**config.mk**
```make
export PLATFORM = sky130hd
export DESIGN_NAME = moore_seq_gen
export DESIGN_NICKNAME = d
export VERILOG_FILES = /design/src/rtl/moore_seq_pkg.sv /design/src/rtl/moore_seq_bin2gray.sv /design/src/rtl/moore_seq_gen.sv
export SDC_FILE = /design/constraint.sdc
export NUM_CORES = 1
export LEC_CHECK = 0
export ABC_AREA = 1
export CAP_MARGIN = 20
export CORE_AREA = 2 2 39 41
export CTS_CLUSTER_SIZE = 28
export DETAILED_ROUTE_END_ITERATION = 7
export DIE_AREA = 0 0 41 43
export PLACE_DENSITY = 0.65
export SLEW_MARGIN = 20
export SYNTH_ARGS = -nofsm -noshare
export SYNTH_HDL_FRONTEND = slang
export SYNTH_SLANG_ARGS = --single-unit
```
**constraint.sdc**
```tcl
create_clock -name clk -period 1.71 [get_ports clk]
set_input_delay 0.171 -clock clk [delete_from_list [all_inputs] [get_ports clk]]
set_output_delay 0.171 -clock clk [all_outputs]
set_load 0.05 [all_outputs]
```
**src/rtl/moore_seq_pkg.sv**
```systemverilog
// Shared definitions for the Moore sequence generator family:
// FSM state encoding and a binary-to-Gray helper.
package moore_seq_pkg;

    localparam logic [1:0] ST_IDLE = 2'd0;
    localparam logic [1:0] ST_RUN  = 2'd1;
    localparam logic [1:0] ST_DONE = 2'd2;

    // Widest code the helper supports; callers zero-extend and truncate.
    localparam int GRAY_MAX_W = 32;

    function automatic logic [GRAY_MAX_W-1:0] bin2gray(input logic [GRAY_MAX_W-1:0] b);
        return b ^ (b >> 1);
    endfunction

endpackage

```
**src/rtl/moore_seq_bin2gray.sv**
```systemverilog
// Combinational binary-to-Gray converter of configurable width.
module moore_seq_bin2gray
    import moore_seq_pkg::*;
#(
    parameter int WIDTH = 3
) (
    input  logic [WIDTH-1:0] i_bin,
    output logic [WIDTH-1:0] o_gray
);

    generate
        if (WIDTH < 2 || WIDTH > GRAY_MAX_W) begin : g_bad_width
            $fatal(1, "moore_seq_bin2gray: WIDTH out of range");
        end
    endgenerate

    // Zero extension keeps the MSB unchanged, as Gray coding requires.
    assign o_gray = WIDTH'(bin2gray(GRAY_MAX_W'(i_bin)));

endmodule

```
**src/rtl/moore_seq_gen.sv**
```systemverilog
// Parametrised Moore sequence generator: up/down counter with modulus, binary or
// Gray output, synchronous load, start/stop control and optional one-shot stop.
module moore_seq_gen
    import moore_seq_pkg::*;
#(
    parameter int WIDTH   = 3,
    parameter int MAX_VAL = 2**WIDTH - 1,
    parameter int ONESHOT = 0
) (
    input  logic             clk,
    input  logic             rst,
    input  logic             start,
    input  logic             stop,
    input  logic             dir,
    input  logic             gray_en,
    input  logic             ld,
    input  logic [WIDTH-1:0] ld_val,
    output logic [WIDTH-1:0] q,
    output logic [WIDTH-1:0] bin,
    output logic             tc,
    output logic             all_ones,
    output logic             busy,
    output logic             done
);

    generate
        if (MAX_VAL < 1 || MAX_VAL > 2**WIDTH - 1) begin : g_bad_max
            $fatal(1, "moore_seq_gen: MAX_VAL out of range 1..2**WIDTH-1");
        end
    endgenerate

    localparam logic [WIDTH-1:0] MAX_C  = WIDTH'(MAX_VAL);
    localparam logic [WIDTH-1:0] ZERO_C = {WIDTH{1'b0}};
    localparam logic [WIDTH-1:0] ONE_C  = {{(WIDTH-1){1'b0}}, 1'b1};
    localparam bit               ONE_SHOT_C = (ONESHOT != 0);

    logic [1:0]       r_state;
    logic [WIDTH-1:0] r_cnt;
    logic             r_dir;
    logic             r_gray;

    logic [1:0]       w_state_nxt;
    logic [WIDTH-1:0] w_cnt_fsm;
    logic [WIDTH-1:0] w_cnt_ld;
    logic [WIDTH-1:0] w_cnt_nxt;
    logic             w_dir_nxt;
    logic             w_gray_nxt;
    logic             w_at_term;
    logic [WIDTH-1:0] w_gray;

    assign w_at_term = r_dir ? (r_cnt == ZERO_C) : (r_cnt == MAX_C);
    assign w_cnt_ld  = (ld_val > MAX_C) ? MAX_C : ld_val;
    // Load takes priority over whatever the FSM would do to the count.
    assign w_cnt_nxt = ld ? w_cnt_ld : w_cnt_fsm;

    // FSM transitions, start sampling and the per-cycle count step.
    always_comb begin
        w_state_nxt = r_state;
        w_cnt_fsm   = r_cnt;
        w_dir_nxt   = r_dir;
        w_gray_nxt  = r_gray;
        if (stop) begin
            w_state_nxt = ST_IDLE;
        end else if (start && (r_state != ST_RUN)) begin
            w_state_nxt = ST_RUN;
            w_dir_nxt   = dir;
            w_gray_nxt  = gray_en;
            w_cnt_fsm   = dir ? MAX_C : ZERO_C;
        end else if ((r_state == ST_RUN) && !ld) begin
            if (w_at_term) begin
                if (ONE_SHOT_C) begin
                    w_state_nxt = ST_DONE;
                end else begin
                    w_cnt_fsm = r_dir ? MAX_C : ZERO_C;
                end
            end else begin
                w_cnt_fsm = r_dir ? (r_cnt - ONE_C) : (r_cnt + ONE_C);
            end
        end else begin
            w_state_nxt = r_state;
        end
    end

    // State registers with synchronous reset.
    always_ff @(posedge clk) begin
        if (rst) begin
            r_state <= ST_IDLE;
            r_cnt   <= ZERO_C;
            r_dir   <= 1'b0;
            r_gray  <= 1'b0;
        end else begin
            r_state <= w_state_nxt;
            r_cnt   <= w_cnt_nxt;
            r_dir   <= w_dir_nxt;
            r_gray  <= w_gray_nxt;
        end
    end

    moore_seq_bin2gray #(
        .WIDTH (WIDTH)
    ) u_bin2gray (
        .i_bin  (r_cnt),
        .o_gray (w_gray)
    );

    // With MAX_VAL below 2**WIDTH-1 the Gray sequence is not cyclic at the wrap.
    assign q        = r_gray ? w_gray : r_cnt;
    assign bin      = r_cnt;
    assign tc       = (r_state == ST_RUN) && w_at_term;
    assign all_ones = &q;
    assign busy     = (r_state == ST_RUN);
    assign done     = (r_state == ST_DONE);

endmodule

```
==> flow_metrics.tcl, run 1 <==
set metrics [dict create \
    rsz0062_at_grt "no" \
    cts_hold_buf 0 \
    ioPinCount 20 \
    nFillCells 140 \
    powerDensity_nw_per_um2 713 \
    p_switching_mw 0.214 \
    clock.fmax_ghz 0.609 \
    syn_area_sq_um 453 \
    cp.arrival_ps 1470 \
    antenna_found_initial 0 \
    p_seq_share_pct 30.2 \
    ys_ff_latch 6 \
    hold_path_class "in -> reg" \
    slowest_stage "dfxtp_4" \
    path_clk_slew_ps 50 \
    grt_max_degree 8 \
    ys_seq_area_share_pct 26.5 \
    clkLatencyLatePin_ps 260 \
    die-area_sq_um 1760 \
    worst_setup_path_end_kind "output pin" \
    fin_crit_sh_pct 96.0 \
    dp_hpwl_um 864 \
    die_width_um 41 \
    detailroute.via_count 509 \
    cts_num_sinks 6 \
    cts-htree-levels 1 \
    syn_inst 71 \
    dpl-instance-area_sq_um 719 \
    drt_iter0_drc 4 \
    crit_fanout 4 \
    drt_wl_total_mm 1.06 \
    leakagePower_nw 0.347 \
    drc_errors 0 \
    cts_root_buffer "clkbuf_4" \
    worst-setup-path-type "reg -> out" \
    crit_family "flip-flops" \
    gr-total-overflow 0 \
    cts_tree "yes" \
    fin_area_sq_um 781 \
    cpPeakStageDelay_ps 370 \
    crit_chain "clkinvlp_4 > ha_1 > nand2_2 > o21ai_4 > nand2_2 > nor2_4 > buf_12" \
    io_buffers 18 \
    cts_buffer_depth 2 \
    drive_gt1_share_pct 31.9 \
    cts_buffers 3 \
    final_util_pct 56.4 \
    ir_drop_uv 324 \
    syn_nets 84 \
    setup_viol 0 \
    first_global_vias 439 \
    initial_core_util_pct 32.7 \
    syn_area_per_cell_sq_um 6.38 \
    cpMostUsedCell "nand2_2" \
    grt_usage_pct 14.7 \
    place_congestion 0.816 \
    row_count 14 \
    synth_warnings 0 \
    p_sw_share_pct 38.4 \
    diodes 0 \
    postRouteAntennaNets 0 \
    grt_pass1_wl_mm 1.74 \
    comb_power_share_pct 43.7 \
    drv_slew 0 \
    period_minus_slack_ps 1640 \
    synth_cell_types 19 \
    critical_path.startpoint_type "register" \
    coreArea_sq_um 1380 \
    setup_tns_ps 0 \
    vias_per_cell 4.63 \
    finClkSkew_ps 11.3 \
    p_int_mw 0.343 \
    clkPwrFrac_pct 26.2 \
    nNetsFinal 108 \
    drv_cap 0 \
    syn2layout_area_growth_pct 72.4 \
    final-hold-violation-count 0 \
    path_buf_inv 2 \
    first_pass_iters 2 \
    cp.required_ps 1540 \
    die_y_um 43 \
    wl_per_cell_um 9.65 \
    status "complete, no violations" \
]
[power groups by stage]
stage / logic, mW / registers, mW / clock network [mW]
3_3_place_gp: 0.229 / 0.167 / 0
3_5_place_dp: 0.229 / 0.168 / 0
4_1_cts: 0.239 / 0.168 / 0.147
6_report: 0.243 / 0.168 / 0.146
2_1_floorplan: 0.126 / 0.192 / 0
5_1_grt: 0.265 / 0.169 / 0.155
[synth_stat cells, drive strengths merged]
master	instances	area (sq um)
a21oi	6	37.5
buf	2	15.0
conb	1	3.75
dfxtp	6	120
fa	1	20.0
ha	2	25.0
inv	12	45.0
nand2	24	92.6
nand3	2	10.0
nor2	5	21.3
o21ai	6	30.0
o221ai	2	17.5
or2	1	6.26
xor2	1	8.76
[repair_timing]
item	CTS	global route
endpoints found under the setup margin	1	1
buffers inserted	2	1
pin swaps	0	1
resized for setup	3	1
[worst paths after layout]
| kind | from | endpoint | slack [ps] | cells past startpoint |
|---|---|---|---|---|
| worst min-delay path | rst | r_state[0] | 510 | 2 |
| worst max register to register | bin[0] | bin[2] | 120 | 8 |
| worst min register to register | r_gray | r_gray | 540 | 2 |
| worst max-delay path | bin[0] | all_ones | 70 | 7 |
[routing by layer]
metal / vias up / part of all wire (%) / GRT usage (%)
met2: 16 / 52 / 23.1
met1: 224 / 40 / 16.6
met5: - / 0 / 0
met3: 3 / 5.5 / 4.71
met4: 0 / 2.0 / 8.00
li1: 266 / - / -
[state kept, by name (all words and copies together), names as in the netlist]
name / cells
r_state: 1
bin: 3
r_dir: 1
r_gray: 1
[cell usage in the layout (no fill, tap or decap), types with 2 or more instances in the layout]
cell type	synthesis	final
o221ai_1	2	2
inv_1	11	9
nand2_1	23	21
o21ai_0	3	2
clkdlybuf4s50_1	0	11
clkinvlp_4	0	2
buf_12	0	4
dfxtp_1	6	3
buf_4	2	6
nor2_1	4	2
dfxtp_4	0	2
nand2_2	1	3
clkbuf_4	0	3
ha_1	2	2
nor2_2	1	2
o21ai_1	3	3
nand3_1	2	2
a21oi_2	2	2
a21oi_1	4	4
[logic make-up (layout without fill, tap and decap cells)]
kind of cell               after synthesis  after routing  share of synthesized area, %
and+or+nand+nor                         32             32                          28.7
other                                    1              1                         0.828
DFF                                      6              6                          26.5
buffers and inverters                   14             37                          13.3
AOI/OAI and AO/OA                       14             14                          18.8
adders and majority gates                3              3                          9.94
xor gates and xnor gates                 1              1                          1.93
[per-stage QoR]
step | power (mW) | std cells | setup WS [ps] | hold WS (ps)
3_5_place_dp | 0.397 | 103 | 213 | 529
5_1_grt | 0.589 | 110 | 2.25 | 517
4_1_cts | 0.553 | 109 | 8.03 | 515
3_3_place_gp | 0.396 | 103 | 239 | 521
2_1_floorplan | 0.318 | 71 | -64.4 | 240
6_report | 0.557 | 110 | 68.1 | 515
[worst register-to-register path, cell delays in order (launching register included)]
cell and delay [ps]:
dfxtp_4 370, clkinvlp_4 100, buf_4 160, fa_1 440, nand2_1 80, nand2_1 50
o21ai_1 140, nand2_1 80, a21oi_2 110
[cell type report]
class                      instances  area, sq um  share of cell area (%)
clock buffer                       4         26.3                    3.37
inverter                          12         52.6                    6.73
multi-input combinational         51          318                    40.7
sequential                         6          129                    16.5
tap                               16         20.0                    2.56
timing repair buffer              21          235                    30.1
Note: power is estimated with default switching activity, not from simulation.
==> inputs of run 2 (changes only) <==
==> constraint.sdc (replaced) <==
create_clock -name clk -period 1.71 [get_ports clk]
set_input_delay 0.342 -clock clk [delete_from_list [all_inputs] [get_ports clk]]
set_output_delay 0.342 -clock clk [all_outputs]
set_load 0.05 [all_outputs]
==> run 2 against run 1 <==
  * The run now ends with setup timing left
  * Sequential share of layout area is 0.28 points lower
  * Clock skew is 5.4 ps lower
  * Sequential power hardly changed
  * Combinational power is 5% higher
  * Via count is 2.2% higher
  * First-iteration DRC count is 25% higher
  * Core utilization is 1.5 points higher
  * Hold slack better by 11 ps
  * Clock power hardly changed
  * Fmax is 4.4% lower
  * Routed wire length is 4.0% higher
  * Final cell count is 0.91% higher
  * Critical path type unchanged
  * Critical endpoint unchanged
  * Largest cell class unchanged
==> flow_metrics.tcl, run 2 (same netlist as run 1, synthesis figures left out) <==
set metrics [dict create \
    stdcell_count 111 \
    hold_path_class "reg -> reg" \
    detailroute.via_count 520 \
    p_sw_share_pct 38.6 \
    coreArea_sq_um 1380 \
    postRouteAntennaNets 0 \
    final-hold-violation-count 0 \
    critical_path.startpoint_type "register" \
    clkPwrFrac_pct 25.6 \
    slowest_stage "dfxtp_4" \
    cts_num_sinks 6 \
    die-area_sq_um 1760 \
    drc_errors 0 \
    multiInputGateArea_sq_um 340 \
    setup_viol 1 \
    routed-wl-met3_um 59 \
    dp.cells 105 \
    pre_cts_ws_ps 130 \
    ir_drop_uv 323 \
    die_width_um 41 \
    gr-total-overflow 0 \
    row_count 14 \
    clkLatencyLatePin_ps 250 \
    initial_core_util_pct 32.7 \
    nFillCells 129 \
    cts_root_buffer "clkbuf_4" \
    p_switching_mw 0.219 \
    leakagePower_nw 0.372 \
    fin_crit_sh_pct 100 \
    cp.arrival_ps 1370 \
    drive_gt1_share_pct 36.8 \
    io_buffers 18 \
    path_buf_inv 2 \
    crit_chain "inv_4 > ha_4 > nand2_4 > o21ai_4 > nand2_2 > nor2_4 > buf_12" \
    mostFrequentLayoutCells "nand2_1, inv_1, clkdlybuf4s50_1, buf_4" \
    syn2layout_area_growth_pct 77.1 \
    top_layer "met4" \
    grt_max_degree 8 \
    violations "setup timing" \
    comb_power_share_pct 45.1 \
    diodes 0 \
    powerDensity_nw_per_um2 709 \
    crit_family "flip-flops" \
    drt_wl_total_mm 1.11 \
    worst_slack_ps -6.68 \
    cts_hold_buf 0 \
    seq_area_sq_um 130 \
    final_common_cell "nand2_1" \
    grt_pass1_wl_mm 1.91 \
    total_power_mw 0.568 \
    drv_cap 0 \
    first_global_vias 487 \
    ioPinCount 20 \
    die_y_um 43 \
    cts-htree-levels 1 \
    met2WireLength_um 548 \
    worst-setup-path-type "reg -> out" \
    wl_met1_um 481 \
    cts_buffer_depth 2 \
    antenna_found_initial 0 \
    cp.required_ps 1370 \
    cpPeakStageDelay_ps 360 \
    wl_per_cell_um 9.95 \
    status "finished with violations" \
    drt_iter0_drc 5 \
    vias_per_cell 4.68 \
    grt_usage_pct 16.1 \
    nNetsFinal 109 \
    worst_setup_path_end_kind "output pin" \
    path_clk_slew_ps 50 \
    cts_buffers 3 \
    clock.fmax_ghz 0.583 \
    drv_slew 0 \
    rsz0062_at_grt "yes" \
    first_pass_iters 4 \
    period_minus_slack_ps 1720 \
    crit_fanout 2 \
    place_congestion 0.755 \
    finClkSkew_ps 5.88 \
    largest_register_ffs 3 \
    p_seq_share_pct 29.2 \
    p_int_mw 0.349 \
    cts_tree "yes" \
    dp_hpwl_um 857 \
]
==> run 2: cell count changes in the layout (fill, tap and decap cells not counted), sizes merged <==
cell	before	now
clkdlybuf4s50	11	9
buf	10	13
inv	10	12
clkinvlp	2	0
==> run 2: worst paths after layout <==
| kind | start | end | slack, ps | cells past startpoint |
|---|---|---|---|---|
| min reg2reg | r_gray | r_gray | 530 | 2 |
| max | bin[0] | all_ones | -7 | 7 |
| min | r_gray | r_gray | 530 | 2 |
| max reg2reg | bin[0] | bin[2] | 250 | 8 |
==> run 2: final cells by class <==
cell class	count	share of cell area, %
Sequential cell	6	16.2
Clock buffer	4	3.28
Multi-Input combinational cell	51	42.4
Inverter	12	5.93
Timing Repair Buffer	22	29.6
Tap cell	16	2.50
==> run 2: metrics by stage <==
stage | hold slack [ps] | instance area, sq um | utilization [%] | setup TNS, ps
after CTS | 525 | 802 | 58.0 | 0
final | 525 | 802 | 58.0 | -6.68
after detailed placement | 539 | 734 | 53.1 | 0
after floorplan | 411 | 507 | - | -235
after global placement | 534 | 734 | 53.1 | 0
after global routing | 549 | 802 | 58.0 | -100
==> run 2: per-layer routing <==
metal  vias up  track usage (%)
met3         4             3.14
met1       227             19.2
li1        267                -
met2        22             25.9
met4         0             8.00
met5         -                0
==> run 2: power by group through the flow <==
| stage | Sequential [mW] | Combinational (mW) | Clock (mW) |
|---|---|---|---|
| floorplan | 0.192 | 0.127 | 0 |
| global placement | 0.168 | 0.234 | 0 |
| detailed placement | 0.169 | 0.233 | 0 |
| CTS | 0.166 | 0.257 | 0.146 |
| global route | 0.168 | 0.278 | 0.160 |
| finish | 0.166 | 0.256 | 0.146 |
==> run 2: worst reg2reg max path, cell delays in order, from the launching register on <==
cell and delay [ps]:
dfxtp_4 360, inv_4 40, buf_4 140, fa_1 430, nand2_1 80, nand2_1 40
o21ai_1 120, nand2_1 70, a21oi_2 110
==> run 2: what timing repair did <==
| item | in CTS | in global routing |
|---|---|---|
| pin swaps | 3 | 0 |
| endpoints found under the setup margin | 1 | 2 |
| buffers inserted | 2 | 0 |
| resized for setup | 8 | 0 |
| hold endpoints to repair | 0 | 0 |
==> inputs of run 3 (changes only) <==
--- a/config.mk
+++ b/config.mk
@@ -8,6 +8,7 @@
 export ABC_AREA = 1
 export CAP_MARGIN = 20
 export CORE_AREA = 2 2 39 41
+export CTS_BUF_LIST = sky130_fd_sc_hd__clkbuf_4 sky130_fd_sc_hd__clkbuf_8 sky130_fd_sc_hd__clkbuf_16
 export CTS_CLUSTER_SIZE = 28
 export DETAILED_ROUTE_END_ITERATION = 7
 export DIE_AREA = 0 0 41 43
==> constraint.sdc (replaced) <==
create_clock -name clk -period 1.75 [get_ports clk]
set_input_delay 0.35 -clock clk [delete_from_list [all_inputs] [get_ports clk]]
set_output_delay 0.35 -clock clk [all_outputs]
set_load 0.05 [all_outputs]
==> run 3 against run 2 <==
  * The run now ends clean
  * Clock skew hardly changed
  * Die area is the same
  * Combinational power is 2% lower
  * Critical path type unchanged
  * Critical path depth stayed put
==> flow_metrics.tcl, run 3 (same netlist as run 1, synthesis figures left out) <==
set metrics [dict create \
    critical_path.startpoint_type "register" \
    grt_usage_pct 16.4 \
    cts_root_buffer "clkbuf_4" \
    cp.required_ps 1400 \
    grt_pass1_wl_mm 1.93 \
    antenna_found_initial 0 \
    drt_wl_total_mm 1.11 \
    cp.arrival_ps 1380 \
    powerDensity_nw_per_um2 711 \
    largest_register_ffs 3 \
    final_common_cell "nand2_1" \
    initial_core_util_pct 32.7 \
    syn2layout_area_growth_pct 77.9 \
    leakagePower_nw 0.375 \
    gr-total-overflow 0 \
    place_congestion 0.755 \
    detailroute.via_count 523 \
    status "complete, no violations" \
    rsz0062_at_grt "yes" \
    worst_hold_slack_ps 525 \
    cts_hold_buf 0 \
    fin_crit_sh_pct 98.7 \
    drt_iter0_drc 6 \
    final_util_pct 58.2 \
    slowest_stage "dfxtp_4" \
    row_count 14 \
    pre_cts_ws_ps 162 \
    die-area_sq_um 1760 \
    first_pass_iters 6 \
    drc_errors 0 \
    die_width_um 41 \
    io_buffers 18 \
    drv_slew 0 \
    hold_path_class "reg -> reg" \
    grt_max_degree 8 \
    cts_buffers 3 \
    cts_buffer_depth 2 \
    multiInputGateArea_sq_um 340 \
    crit_fanout 2 \
    coreArea_sq_um 1380 \
    clock.fmax_ghz 0.579 \
    path_clk_slew_ps 50 \
    first_global_vias 493 \
    cpPeakStageDelay_ps 360 \
    vias_per_cell 4.71 \
    period_minus_slack_ps 1730 \
    nNetsFinal 109 \
    final-hold-violation-count 0 \
    ioPinCount 20 \
    diodes 0 \
    clkLatencyLatePin_ps 250 \
    postRouteAntennaNets 0 \
    worst_setup_path_end_kind "output pin" \
    cts_num_sinks 6 \
    die_y_um 43 \
    worst_slack_ps 22.3 \
    dpl-instance-area_sq_um 734 \
    cts_tree "yes" \
    mostFrequentLayoutCells "nand2_1, inv_1, clkdlybuf4s50_1, buf_4" \
    crit_chain "inv_4 > ha_4 > nand2_4 > o21ai_4 > nand2_2 > nor2_4 > buf_12" \
    seq_area_sq_um 130 \
    dp_hpwl_um 857 \
    drv_cap 0 \
    nFillCells 128 \
    ir_drop_uv 354 \
    worst-setup-path-type "reg -> out" \
    fin_area_sq_um 806 \
    wl_per_cell_um 10.0 \
    setup_viol 0 \
    cts-htree-levels 1 \
    drive_gt1_share_pct 37.9 \
    setup_tns_ps 0 \
    finClkSkew_ps 5.48 \
]
==> run 3: cell count changes in the layout (fill, tap and decap cells not counted) <==
cell      delta
clkbuf_4     +1
clkbuf_1     -1
==> run 3: stage by stage <==
step           power (mW)  std cells
3_5_place_dp        0.392        105
5_1_grt             0.606        111
3_3_place_gp        0.392        105
4_1_cts             0.569        111
2_1_floorplan       0.312         71
6_report            0.573        111
==> run 3: layout make-up <==
type	instances	share of cell area (%)
sequential	6	16.1
timing repair buffer	22	29.5
clock buffer	4	3.73
inverter	12	5.90
tap	16	2.48
multi-input combinational	51	42.2
==> run 3: power by group <==
group          switching [mW]  internal (mW)
logic                   0.144          0.106
registers              0.0142          0.148
clock network          0.0576          0.102
==> run 3: routing by layer <==
metal  part of all wire, %  GRT usage, %
met1                    43          19.2
met2                    49          25.9
met3                   5.5          3.14
met4                   2.5          10.0
met5                     0             0
==> run 3: worst paths after layout <==
path,from,to,slack (ps),cells past startpoint
max,bin[0],all_ones,20,7
min reg2reg,r_gray,r_gray,520,2
max reg2reg,bin[0],bin[2],280,8
min,r_gray,r_gray,520,2
==> run 3: timing repair <==
item                                    4_1_cts  5_1_grt
endpoints found under the setup margin        1        1
buffers inserted                              2        0
resized for setup                             5        3
gates cloned                                  0        0
pin swaps                                     3        0
==> run 3: worst max-delay path: cells and delay by family (launching register included) <==
family	cells	cell delay [ps]
AOI/OAI and AO/OA	1	80
adders and majority gates	1	260
buffers and inverters	2	180
DFF	1	360
and+or+nand+nor	3	240
